**src/rtl/jk_pkg.sv**
```systemverilog
// Shared types and constants for the JK latch-bank driver.
// JK codes are packed as {j, k}.
package jk_pkg;

  typedef enum logic [1:0] {
    IDLE   = 2'd0,
    DRIVE  = 2'd1,
    SETTLE = 2'd2,
    CHECK  = 2'd3
  } state_t;

  localparam logic [1:0] HOLD   = 2'b00;
  localparam logic [1:0] RESET  = 2'b01;
  localparam logic [1:0] SET    = 2'b10;
  localparam logic [1:0] TOGGLE = 2'b11;

  localparam int SETTLE_MIN = 1;
  localparam int SETTLE_MAX = 15;
  localparam int RETRY_MAX  = 7;

  // Counter widths cover the parameter maxima above.
  localparam int SETTLE_W = 4;
  localparam int RETRY_W  = 3;

endpackage

```
**src/rtl/jk_latch_driver_excite.sv**
```systemverilog
// Combinational per-word JK excitation: bits that already match hold,
// bits that differ get a set/reset code, or the toggle code when selected.
module jk_excite
  import jk_pkg::*;
#(
  parameter int W = 8
) (
  input  logic [W-1:0] cur,
  input  logic [W-1:0] tgt,
  input  logic         use_toggle,
  output logic [W-1:0] j,
  output logic [W-1:0] k
);

  for (genvar i = 0; i < W; i++) begin : g_bit
    logic [1:0] code;

    always_comb begin
      code = HOLD;
      if (cur[i] != tgt[i]) begin
        if (use_toggle) code = TOGGLE;
        else            code = tgt[i] ? SET : RESET;
      end
    end

    assign j[i] = code[1];
    assign k[i] = code[0];
  end

endmodule

```
**src/rtl/jk_latch_driver.sv**
```systemverilog
// Command side of a JK latch bank: takes a target word, pulses the bank
// with the needed J/K excitation, waits to settle, verifies Q and retries.
module jk_latch_driver
  import jk_pkg::*;
#(
  parameter int W          = 8,
  parameter int SETTLE_CYC = 2,
  parameter int MAX_RETRY  = 2,
  parameter int USE_TOGGLE = 0
) (
  input  logic         clk,
  input  logic         rst,
  input  logic         tgt_valid,
  input  logic [W-1:0] tgt_data,
  output logic         tgt_ready,
  input  logic [W-1:0] q_fb,
  output logic [W-1:0] j,
  output logic [W-1:0] k,
  output logic         en,
  output logic         busy,
  output logic         done,
  output logic         err
);

  // Handshake: a target transfers on a rising edge where tgt_valid and
  // tgt_ready are both high; tgt_ready is high only in IDLE outside reset.

  localparam logic TOGGLE_MODE = (USE_TOGGLE != 0);

  state_t              state, state_n;
  logic [W-1:0]        tgt_q, tgt_q_n;
  logic [W-1:0]        j_n, k_n, ex_j, ex_k, ex_tgt;
  logic                en_n;
  logic [RETRY_W-1:0]  retry, retry_n;
  logic [SETTLE_W-1:0] settle, settle_n;
  logic                match;

  // In IDLE the excitation is computed against the word being offered,
  // afterwards against the captured target.
  assign ex_tgt = (state == IDLE) ? tgt_data : tgt_q;
  assign match  = (q_fb == tgt_q);

  jk_excite #(.W(W)) u_excite (
    .cur        (q_fb),
    .tgt        (ex_tgt),
    .use_toggle (TOGGLE_MODE),
    .j          (ex_j),
    .k          (ex_k)
  );

  assign tgt_ready = (state == IDLE) && !rst;
  assign busy      = (state != IDLE);

  always_comb begin
    state_n  = state;
    tgt_q_n  = tgt_q;
    retry_n  = retry;
    settle_n = settle;
    j_n      = '0;
    k_n      = '0;
    en_n     = 1'b0;
    done     = 1'b0;
    err      = 1'b0;
    unique case (state)
      IDLE: begin
        if (tgt_valid) begin
          tgt_q_n = tgt_data;
          retry_n = '0;
          if (q_fb == tgt_data) begin
            state_n = CHECK;
          end else begin
            state_n = DRIVE;
            j_n     = ex_j;
            k_n     = ex_k;
            en_n    = 1'b1;
          end
        end
      end
      DRIVE: begin
        state_n  = SETTLE;
        settle_n = SETTLE_W'(SETTLE_CYC);
      end
      SETTLE: begin
        settle_n = settle - 1'b1;
        if (settle <= SETTLE_W'(1)) state_n = CHECK;
      end
      CHECK: begin
        if (match) begin
          done    = 1'b1;
          state_n = IDLE;
        end else if (retry < RETRY_W'(MAX_RETRY)) begin
          retry_n = retry + 1'b1;
          state_n = DRIVE;
          j_n     = ex_j;
          k_n     = ex_k;
          en_n    = 1'b1;
        end else begin
          err     = 1'b1;
          state_n = IDLE;
        end
      end
    endcase
  end

  always_ff @(posedge clk) begin
    if (rst) begin
      state  <= IDLE;
      tgt_q  <= '0;
      retry  <= '0;
      settle <= '0;
      j      <= '0;
      k      <= '0;
      en     <= 1'b0;
    end else begin
      state  <= state_n;
      tgt_q  <= tgt_q_n;
      retry  <= retry_n;
      settle <= settle_n;
      j      <= j_n;
      k      <= k_n;
      en     <= en_n;
    end
  end

endmodule
```
**config.mk**
```make
export PLATFORM = sky130hd
export DESIGN_NAME = jk_latch_driver
export DESIGN_NICKNAME = d
export VERILOG_FILES = /design/src/rtl/jk_pkg.sv /design/src/rtl/jk_latch_driver_excite.sv /design/src/rtl/jk_latch_driver.sv
export SDC_FILE = /design/constraint.sdc
export NUM_CORES = 1
export LEC_CHECK = 0
export CORE_MARGIN = 2
export CORE_UTILIZATION = 47
export DETAILED_ROUTE_END_ITERATION = 16
export DONT_BUFFER_PORTS = 1
export SLEW_MARGIN = 5
export SYNTH_ARGS = -nofsm -noshare
export SYNTH_HDL_FRONTEND = slang
export SYNTH_SLANG_ARGS = --single-unit
```
**constraint.sdc**
```tcl
create_clock -name clk -period 3.1 [get_ports clk]
set_clock_uncertainty 0.15 [all_clocks]
set_input_delay 0.62 -clock clk [delete_from_list [all_inputs] [get_ports clk]]
set_output_delay 0.62 -clock clk [all_outputs]
set_load 0.005 [all_outputs]
```
# Word level (Yosys, flattened, before mapping)
# Cells that the tools add are included.
[classes] mul=0 muxes=48 n_reduce_logical=9 shifts=0 n_div=0 n_lt_le_gt_ge=2 eq_ne=17 addsub=2 n_bitwise=0
[ops] operator="two-way mux 8 bit" count=9
[ops] operator="two-way mux 2 bit" count=19
[ops] operator="case mux 8 bit (2 select lines)" count=2
[ops] operator="== test 8 bit" count=2
[ops] operator="two-way mux 1 bit" count=11
[ops] operator="two-way mux 3 bit" count=3
[ops] operator="!= test 1 bit" count=8
[ops] operator="!= test 2 bit, second input constant" count=4
[ops] operator="case mux 2 bit (4 select lines)" count=1
[ops] operator="case mux 4 bit (2 select lines)" count=1
[ops] operator="case mux 3 bit (2 select lines)" count=1
[ops] operator="nonzero test 2 bit" count=3
[ops] operator="== test 2 bit, second input constant" count=2
[ops] operator="less-or-equal comparator 4 x 1 -> 1 bit, second input constant" count=1
[ops] operator="AND reduction 2 bit" count=2
[ops] operator="AND reduction 4 bit" count=1
[ops] operator="subtractor 4 x 1 -> 4 bit, second input constant" count=1
[ops] operator="adder 3 x 1 -> 3 bit, second input constant" count=1
[ops] operator="< comparator 3 x 2 -> 1 bit, second input constant" count=1
[ops] operator="== test 2 x 1 -> 1 bit, second input constant" count=1
[ops] operator="logical NOT 2 bit" count=1
[ops] operator="case mux 1 bit (2 select lines)" count=1
[ops] operator="logical AND 1 bit" count=1
[ops] operator="logical NOT 1 bit" count=1
[word_totals] output_inout_bits=21 latchBits=0 memories=0 in_bits=19 mem_bits_rw=0 wordCells=85 romBits=0 regBits=34

# Longest topological paths before layout
[logic_depth] word_depth=7 depth_mapped=7

# By module
# From an unflattened synthesis, not the netlist that was laid out.
[unflattened] hier_cells=224 hier_area_um2=1896.8
[by_module_without_submodules] mod="jk_latch_driver" area_each_um2=1650.3 instances=1 cells_per_inst=190 seq_area_each_um2=680.7
[by_module_without_submodules] mod="jk_excite" area_each_um2=246.5 instances=1 cells_per_inst=34 seq_area_each_um2=0.0

# Worst setup path after synthesis
# No wires, ideal clock.
[synth_path] path_kind="input to output" start="input port rst" end="output port tgt_ready" path_slack_ns=1.093 arrival_time_ns=1.237 n_path_buf=2 t_required_ns=2.330 stages=3 cell_sequence="clkbuf_1 -> clkbuf_1 -> nor2_1"
[synth_via] elab_chain_cells=2
[synth_rtl] element="start: declaration" line_no="jk_latch_driver.sv:12" text="input logic rst,"
[synth_rtl] element="logical NOT 1 bit" line_no="jk_latch_driver.sv:51" text="assign tgt_ready = (state == IDLE) && !rst;"
[synth_rtl] element="logical AND 1 bit" line_no="jk_latch_driver.sv:51"
[synth_rtl] element="end: declaration" line_no="jk_latch_driver.sv:15" text="output logic tgt_ready,"
# No other way between the ends.

# Worst setup path after layout
[layout_path] start="register state[0]" end="output port tgt_ready"
[layout_via] elab_chain_cells=2
[layout_rtl] element="start: declaration" line_no="jk_latch_driver.sv:30" text="state_t state, state_n;"
[layout_rtl] element="start signal: assignment" line_no="jk_latch_driver.sv:115" text="state <= state_n;"
[layout_rtl] element="logical NOT 2 bit" line_no="jk_latch_driver.sv:51"
[layout_rtl] element="logical AND 1 bit" line_no="jk_latch_driver.sv:51"
# No other way between the ends.

==> metrics.md <==
| Metric | Value |
|---|---|
| CTS max path bufs | `2` |
| Remaining Overflow, GRT | `0` |
| Die area | `0.004061 mm^2` |
| Clk pin slew, worst setup/hold paths | `0.13 ns` |
| Hold-fix buffers at CTS | `0` |
| Comb pwr share | `38.3%` |
| Gr busiest metal | `met2` |
| Final setup viols | `0` |
| Leakage | `0.6117 nW` |
| TritonCTS buffer count | `5` |
| GR Util met1 | `25.42%` |
| M3 GR Usage | `7.500%` |
| Dpl hpwl | `2.782 mm` |
| Antenna cells | `0` |
| RD Place Congestion | `0.7942` |
| PnR worst setup slack | `0.4152 ns` |
| Final hold violation count | `0` |
| Power Density | `820.6 mW/mm^2` |
| Min cycle time layout | `2.685 ns` |
| Fin crit share | `86.61%` |
| Post-synth EDFFs | `0` |
| Primary FF master, synth | `dfxtp_1` |
| Status | `completed` |
| Synth async-reset ratio | `0%` |
| YS warnings | `0` |
| WP depth | `4` |
| Synth unique cells | `40` |
| Seq. cell area | `680.7 um^2` |
| Slew headroom | `52.70%` |
| Sequential fraction of the synthesis area | `40.60%` |
| H-tree depth | `2` |
| Flops & latches, synth | `34` |
| NetSw | `0.5793 mW` |
| P_int | `0.8744 mW` |
| CP most frequent cell | `inv_1` |
| Hold WS | `0.1599 ns` |
| Family with the most delay on the worst path | `adder cells` |
| Cell Chain, Critical Path | `inv_1 -> ha_1 -> inv_1 -> nor2_1` |
| Worst EP required | `2.33 ns` |
| Die width | `63.73 um` |
| Root buffer cell | `clkbuf_4` |
| Worst slew pin tran | `0.7094 ns` |
| Share of post-route cells with drive strength above 1 | `9.341%` |
| Worst Path Buf+Inv | `2` |
| Syn nets | `207` |
| Arrival @ worst endpoint | `1.91 ns` |
| Switching part of the total | `39.85%` |
| DRC marker count from the first detailed-route iteration | `97` |
| Hold Crit Depth | `1` |
| Crit-path slowest cell | `ha_1` |
| Multi-input logic area | `917.1 um^2` |
| Pin count of the biggest net entering global routing | `21` |
| Die height | `63.73 um` |
| CP max stage delay | `0.62 ns` |
| Top-Level Pins | `40` |
| Crit path kind | `reg2out` |
| WL per Instance | `16.79 um` |
| Global-route wire length before repair | `6.265 mm` |
| Max-cap viol count | `0` |
| Synth-to-Final Area Change | `5.672%` |
| Cell Area, Synth | `0.001677 mm^2` |
| Fin. max-slew vios | `0` |
| Port bufs | `0` |
| Cells after Synth | `182` |
| GRT Util Overall | `20.18%` |
| Vias in the first global route | `1307` |
| Critical path capture point type | `primary output` |
| Worst Path Max Fanout | `13` |
| Vias per inst | `5.917` |
| FP Rows | `21` |
| Global routing usage on met2 | `31.32%` |
| Initial Util | `49.46%` |
| Layout fillers | `312` |
| Clock Latency Late Sink | `0.35 ns` |
| Core ar. | `0.003390 mm^2` |
| ANT nets after route | `0` |
| Setup slack at placement | `0.5684 ns` |
| Fmax | `372.5 MHz` |
| Vias | `1349` |
| Flop pwr share | `38.3%` |
| Clock group share of total power | `23.5%` |
| Total Wirelength | `3.828 mm` |
| Setup crit start kind | `flip-flop` |
| Cts repair resizes | `0` |
| CTS tree | `done` |
| RSZ-0062 raised after global routing | `no` |
| Worst min-delay path category | `in2reg` |
| Syn_area_per_cell | `9.212 um^2` |
| Cells on worst reg2reg path | `5` |
| Maximum vdd drop | `0.3494 mV` |
| Sinks on Clock Net | `34` |
| Initial antenna violation count | `0` |
| Post-CTS setup repair buffer count | `0` |
| TNS Setup | `0 ns` |
| DRC viols | `0` |
| Fin nets | `206` |
| Initial DRT Pass Iterations | `4` |
[layout by cell type, fill, tap and decap left out, drive strengths merged]
| cell type | n |
|---|---|
| a2111oi | 8 |
| a211oi | 1 |
| a21boi | 1 |
| a21oi | 20 |
| a221oi | 2 |
| a22oi | 1 |
| a311oi | 1 |
| and2 | 1 |
| bufinv | 1 |
| clkbuf | 5 |
| clkinvlp | 2 |
| dfxtp | 34 |
| ha | 6 |
| inv | 9 |
| mux2 | 1 |
| mux2i | 8 |
| nand2 | 21 |
| nand3 | 8 |
| nand4 | 4 |
| nand4b | 1 |
| nor2 | 10 |
| nor2b | 1 |
| nor3 | 4 |
| nor3b | 1 |
| o2111ai | 1 |
| o211ai | 1 |
| o21a | 1 |
| o21ai | 5 |
| o221ai | 1 |
| o311a | 1 |
| o311ai | 1 |
| o31a | 1 |
| o31ai | 1 |
| or2 | 1 |
| or4 | 1 |
| xnor2 | 16 |
[metrics by stage]
stage,std cells,utilization [%],area [um^2],total power [mW]
final,228,52.27,1772,1.454
after global placement,220,49.83,1689,1.093
after floorplan,182,-,1677,1.022
after global routing,228,52.27,1772,1.544
after detailed placement,220,49.83,1689,1.116
after CTS,228,52.27,1772,1.454
[worst reg2reg max path, delay by kind of cell (launching register included)]
| kind | cells | cell delay (ns) |
|---|---|---|
| simple gates | 1 | 0.46 |
| flops | 1 | 0.34 |
| buf+inv | 1 | 0.13 |
| fa+ha+maj | 1 | 0.62 |
| compound gates | 2 | 0.78 |
[cells in the mapped netlist, drive strengths merged, types with 2 or more instances]
master	n	share of area [%]
ha	6	4.5
mux2i	8	4.8
xnor2	16	8.4
nor2	10	2.2
nand3	8	2.4
clkbuf	3	0.67
nor3	4	1.2
buf	5	2.0
a2111oi	8	5.4
inv	9	2.0
dfxtp	34	41
o21ai	5	1.7
a221oi	2	1.0
nand2	21	4.7
nand4	4	2.2
a21oi	20	6.0
[final cells by class]
cell class / count / share of cell area, %
sequential: 34 / 38.42
multi-input combinational: 131 / 51.77
tap: 46 / 3.249
clock buffer: 5 / 2.119
inverter: 9 / 1.907
clock inverter: 3 / 2.542
[cells by family after synthesis]
kind of cell | synth area share [%]
buffers and inverters | 4.701
and+or+nand+nor | 15.30
AOI/OAI and AO/OA | 21.12
DFF | 40.60
xor gates and xnor gates | 8.358
adders and majority gates | 4.477
muxes | 5.448
[worst paths after layout]
check	startpoint	endpoint	slack (ns)
worst max-delay path	state[0]	tgt_ready	0.42
worst min-delay path	q_fb[7]	j[7]	0.16
worst max register to register	state[0]	j[5]	0.52
worst min register to register	tgt_q[0]	tgt_q[0]	0.34
[power by group through the flow]
| stage | clock network, mW | registers, mW | logic, mW |
|---|---|---|---|
| 3_3_place_gp | 0 | 0.562 | 0.531 |
| 6_report | 0.341 | 0.556 | 0.556 |
| 5_1_grt | 0.364 | 0.565 | 0.615 |
| 3_5_place_dp | 0 | 0.566 | 0.550 |
| 2_1_floorplan | 0 | 0.555 | 0.467 |
| 4_1_cts | 0.345 | 0.556 | 0.553 |
[flip-flops by register name (all words and copies together) (netlist names)]
register and cells:
en 1, j 8, k 8, retry 3, settle 4, state 2
tgt_q 8
[layer usage]
metal / vias to the layer above / part of all wire, %
li1: 652 / -
met1: 642 / 45
met2: 47 / 46
met3: 8 / 7.2
met4: 0 / 1.5
met5: - / 0
(Power assumes the default switching activity.)
